### config.mk
export PLATFORM = sky130hd
export DESIGN_NAME = serial_frame_tx
export DESIGN_NICKNAME = d
export VERILOG_FILES = /design/src/rtl/serial_frame_tx.sv
export SDC_FILE = /design/constraint.sdc
export NUM_CORES = 1
export LEC_CHECK = 0
export ABC_CLOCK_PERIOD_IN_PS = 2200
export CORE_UTILIZATION = 30
export CTS_CLUSTER_DIAMETER = 150
export CTS_CLUSTER_SIZE = 8
export DETAILED_ROUTE_END_ITERATION = 12
export SYNTH_ARGS = -nofsm -noshare
export SYNTH_HDL_FRONTEND = slang
export SYNTH_SLANG_ARGS = --single-unit
### constraint.sdc
create_clock -name clk -period 2.2 [get_ports clk]
set_input_delay 0.44 -clock clk [delete_from_list [all_inputs] [get_ports clk]]
set_output_delay 0.44 -clock clk [all_outputs]
set_load 0.03 [all_outputs]
### src/rtl/serial_frame_tx.sv
// Serial frame transmitter: start bit, port (MSB first), length (MSB first), then payload LSB first.
// One bit period ends on every clk edge that sees bit_en high; all outputs are registered.
module serial_frame_tx #(
   parameter  int PORT_W = 2,
   parameter  int LEN_W  = 4,
   localparam int DATA_W = 2**LEN_W - 1
) (
   input  logic              clk,
   input  logic              rst,
   input  logic              bit_en,
   input  logic              start,
   input  logic [PORT_W-1:0] port_num,
   input  logic [LEN_W-1:0]  data_len,
   input  logic [DATA_W-1:0] data_in,
   output logic              SerOut,
   output logic              busy,
   output logic              ser_out_valid,
   output logic              done,
   output logic [LEN_W-1:0]  bits_left
);

   localparam int IDX_W = (PORT_W > LEN_W) ? PORT_W : LEN_W;

   typedef enum logic [2:0] {
      S_IDLE,
      S_START,
      S_PORT,
      S_LEN,
      S_DATA
   } state_t;

   state_t              r_state;
   logic [IDX_W-1:0]    r_idx;
   logic [PORT_W-1:0]   r_port_sh;
   logic [LEN_W-1:0]    r_len;
   logic [LEN_W-1:0]    r_len_sh;
   logic [DATA_W-1:0]   r_data_sh;
   logic [LEN_W-1:0]    r_bits_left;
   logic                r_ser;
   logic                r_busy;
   logic                r_valid;
   logic                r_done;

   logic [PORT_W-1:0]   w_port_shl;
   logic [LEN_W-1:0]    w_len_shl;
   logic [DATA_W-1:0]   w_data_shr;

   // The next bit to drive is read from the already-shifted copy so SerOut stays registered.
   assign w_port_shl = r_port_sh << 1;
   assign w_len_shl  = r_len_sh << 1;
   assign w_data_shr = r_data_sh >> 1;

   always_ff @(posedge clk or negedge rst) begin
      if (!rst) begin
         r_state     <= S_IDLE;
         r_idx       <= '0;
         r_port_sh   <= '0;
         r_len       <= '0;
         r_len_sh    <= '0;
         r_data_sh   <= '0;
         r_bits_left <= '0;
         r_ser       <= 1'b1;
         r_busy      <= 1'b0;
         r_valid     <= 1'b0;
         r_done      <= 1'b0;
      end else begin
         r_done <= 1'b0;
         case (r_state)
            S_IDLE: begin
               r_ser   <= 1'b1;
               r_busy  <= 1'b0;
               r_valid <= 1'b0;
               if (start) begin
                  r_port_sh   <= port_num;
                  r_len       <= data_len;
                  r_len_sh    <= data_len;
                  r_data_sh   <= data_in;
                  r_bits_left <= data_len;
                  r_ser       <= 1'b0;
                  r_busy      <= 1'b1;
                  r_state     <= S_START;
               end
            end
            S_START: begin
               if (bit_en) begin
                  r_idx   <= IDX_W'(PORT_W - 1);
                  r_ser   <= r_port_sh[PORT_W-1];
                  r_state <= S_PORT;
               end
            end
            S_PORT: begin
               if (bit_en) begin
                  if (r_idx == '0) begin
                     r_idx   <= IDX_W'(LEN_W - 1);
                     r_ser   <= r_len_sh[LEN_W-1];
                     r_state <= S_LEN;
                  end else begin
                     r_idx     <= r_idx - 1'b1;
                     r_port_sh <= w_port_shl;
                     r_ser     <= w_port_shl[PORT_W-1];
                  end
               end
            end
            S_LEN: begin
               if (bit_en) begin
                  if (r_idx == '0) begin
                     if (r_len != '0) begin
                        r_bits_left <= r_len;
                        r_ser       <= r_data_sh[0];
                        r_valid     <= 1'b1;
                        r_state     <= S_DATA;
                     end else begin
                        r_ser   <= 1'b1;
                        r_busy  <= 1'b0;
                        r_done  <= 1'b1;
                        r_state <= S_IDLE;
                     end
                  end else begin
                     r_idx    <= r_idx - 1'b1;
                     r_len_sh <= w_len_shl;
                     r_ser    <= w_len_shl[LEN_W-1];
                  end
               end
            end
            S_DATA: begin
               if (bit_en) begin
                  r_bits_left <= r_bits_left - 1'b1;
                  if (r_bits_left == LEN_W'(1)) begin
                     r_ser   <= 1'b1;
                     r_busy  <= 1'b0;
                     r_valid <= 1'b0;
                     r_done  <= 1'b1;
                     r_state <= S_IDLE;
                  end else begin
                     r_data_sh <= w_data_shr;
                     r_ser     <= w_data_shr[0];
                  end
               end
            end
            default: begin
               r_ser   <= 1'b1;
               r_busy  <= 1'b0;
               r_valid <= 1'b0;
               r_state <= S_IDLE;
            end
         endcase
      end
   end

   assign SerOut        = r_ser;
   assign busy          = r_busy;
   assign ser_out_valid = r_valid;
   assign done          = r_done;
   assign bits_left     = r_bits_left;

endmodule

==> results.md <==
* Fillers at 768
* Synth cell types at 48
* Util after Layout at 0.397
* Dpl ws at -0.0237 ns
* Tot GR Track Use at 0.143
* DRC viols at 0
* DIE WIDTH at 90.1 µm
* Worst hold path class: in -> async
* Most used DFF post-synth: dfrtp_1
* Final TNS setup at 0 ns
* Synth top area share at 0.419
* Final Setup Violations at 0
* Power Density at 1440 nW/µm²
* Vias at 1862
* Area after DPL at 2820 µm²
* Commonest cells post-synth: nand2_1 (59), dfrtp_1 (39), mux2_2 (14)
* CP Data Required Time at 2.38 ns
* Final HPWL DP at 4020 µm
* Ports at 33
* Total CTS buffers at 5
* DRT Wirelength at 5430 µm
* Largest net degree at the start of global routing at 23
* Worst path max stage delay at 0.50 ns
* Lkg Pwr at 0.00130 µW
* Cell Rows at 31
* Initial Util at 0.316
* Port bufs at 32
* H-tree depth at 2
* Final Instance Area at 2920 µm²
* Clock latency on the worst-skew pair at 0.30 ns
* Top fanout value on the critical path at 6
* Chip height at 90.1 µm
* GRT overflow at 0
* Post-route insts no fill at 382
* Critical Path Source Type: flop
* Drt first-iter violations at 104
* Endpoints failing hold at 0
* Vias per Instance at 4.87
* YS warnings at 0
* Register area share after synthesis at 0.430
* Area leader, netlist: dfrtp_1
* Total die area at 8120 µm²
* Post-synth ARST share at 1.00
* Max Fclk at 487 MHz
* Post-synthesis register bit count at 40
* Number of synthesized flops with an enable pin at 0
* Crit Path Class: reg -> reg
* Max_slew headroom at 0.532
* Critical path arrival at 2.23 ns
* Ant diodes at 0
* Slowest CP cell: or3b_2
* Final worst slack at 0.148 ns
* CTS clk-pin slew, worst paths at 0.09 ns
* ANT nets after route at 0
* First-pass GRT wire length at 9340 µm
* Maxcap violations at 0
* Outcome: finished clean
* RSZ-0062 raised after global routing: no
* CTS tree: done
* Syn Area/Cell at 9.66 µm²
* Clk sinks at 40
* Syn Nets at 270
* Layout Nets at 311
* Synth Instances at 241
* TritonRoute pass-1 iters at 4
* Peak VDD IR at 0.541 mV
* CTS root buf: clkbuf_8
* Most frequent cell after synthesis: nand2_1
* Area of the core at 7370 µm²
* CP Capture Type: flop
* Synth top area cells: dfrtp_1 (42%), nand2_1 (9.5%), mux2_2 (6.8%)
* Final min period at 2.05 ns
* Share of post-route cells with drive strength above 1 at 0.198
* Clk buf depth at 2
* P&R area growth vs syn at 25.6%
* Worst-margin pin slew at 0.692 ns
* Post-CTS Setup Bufs at 0
* Crit path cell chain: inv_1 > ha_1 > or3b_2 > o211ai_1 > nand2b_1 > o21ai_0
* Post-Syn Area at 2330 µm²
* PostCTS Resize Cnt at 0
* Initial antenna violation count at 0
* Crit share post-route at 0.933
* Setup skew after layout at 0.0121 ns
* WL per Instance at 14.2 µm
* Number of global-route vias before repair at 1905
* GPL Wtd Cong at 0.813
* Cell total after placement at 374
* Fin. max-slew vios at 0
* Post-CTS Hold Fix Bufs at 0
path summary, 6_finish.rpt:
path | start | end | slack, ns | depth (start not counted)
setup / recovery | r_idx[0]$_DFFE_PN0P_ | r_idx[3]$_DFFE_PN0P_ | 0.15 | 6
hold / removal | rst | r_data_sh[11]$_DFFE_PN0P_ | 0.11 | 1
setup reg to reg | r_idx[0]$_DFFE_PN0P_ | r_idx[3]$_DFFE_PN0P_ | 0.15 | 6
hold reg to reg | busy$_DFFE_PN0P_ | busy$_DFFE_PN0P_ | 0.49 | 1
max in group asynchronous | rst | r_data_sh[1]$_DFFE_PN0P_ | 1.60 | 2
min in group clk | busy$_DFFE_PN0P_ | busy$_DFFE_PN0P_ | 0.49 | 1
final cells by class:
class                      count  area (µm²)  share of cell area
multi-input combinational    181        1220               0.418
sequential                    40        1000               0.343
inverter                       7        26.3             0.00899
tap                           99         124              0.0424
timing repair buffer          47         440               0.151
clock buffer                   6        72.6              0.0248
clock inverter                 2        35.0              0.0120
registers in the layout, indices dropped and copies added (netlist names), 2 cells and up:
name / count
r_port_sh: 2
r_state: 3
r_len: 4
bits_left: 4
r_idx: 4
r_len_sh: 4
r_data_sh: 15
critical path, delay by kind of cell (launching register included):
kind	cells	cell delay [ns]
AO/OA/AOI/OAI	2	0.54
AND/OR/NAND/NOR	2	0.69
buffers and inverters	1	0.10
adder cells (fa/ha/maj)	1	0.18
flip-flops	1	0.43
cell usage in the layout (no fill, tap or decap), types with 3 or more instances in the layout:
| master | n |
|---|---|
| a221oi_1 | 3 |
| nor3_1 | 5 |
| mux2i_1 | 3 |
| nor2_1 | 13 |
| nor2b_1 | 4 |
| inv_1 | 7 |
| o22ai_1 | 3 |
| o21ai_0 | 13 |
| clkbuf_8 | 5 |
| nand2b_1 | 4 |
| ha_1 | 4 |
| clkdlybuf4s50_1 | 31 |
| a21oi_1 | 7 |
| nand2_1 | 59 |
| buf_4 | 14 |
| mux2_2 | 14 |
| dfrtp_1 | 39 |
| mux2_4 | 10 |
power by group:
group / leakage (µW) / internal [µW] / switching (µW)
combinational: 0.000757 / 1120 / 1060
clock: 0.0000552 / 337 / 264
sequential: 0.000485 / 1110 / 333
total: 0.00130 / 2570 / 1660
layer usage:
layer,GRT usage,routed length (µm),up-vias
met5,0,0,-
met4,0.0403,39,0
met3,0.0347,251,4
met2,0.225,2520,41
met1,0.194,2620,883
li1,-,-,934
metrics by stage:
stage | power [µW] | hold WS (ns)
global route | 4550 | 0.144
detailed placement | 3640 | 0.450
finish | 4220 | 0.109
floorplan | 2980 | 0.144
CTS | 4250 | 0.120
global placement | 3580 | 0.450
kinds of logic after synthesis:
kind of cell / after synthesis / share of synthesized area
DFF: 40 / 0.430
buffers and inverters: 20 / 0.0441
AOI/OAI and AO/OA: 46 / 0.139
and+or+nand+nor: 103 / 0.215
muxes: 28 / 0.150
adders and majority gates: 4 / 0.0215
No activity file was read; power rests on OpenSTA's default activity.
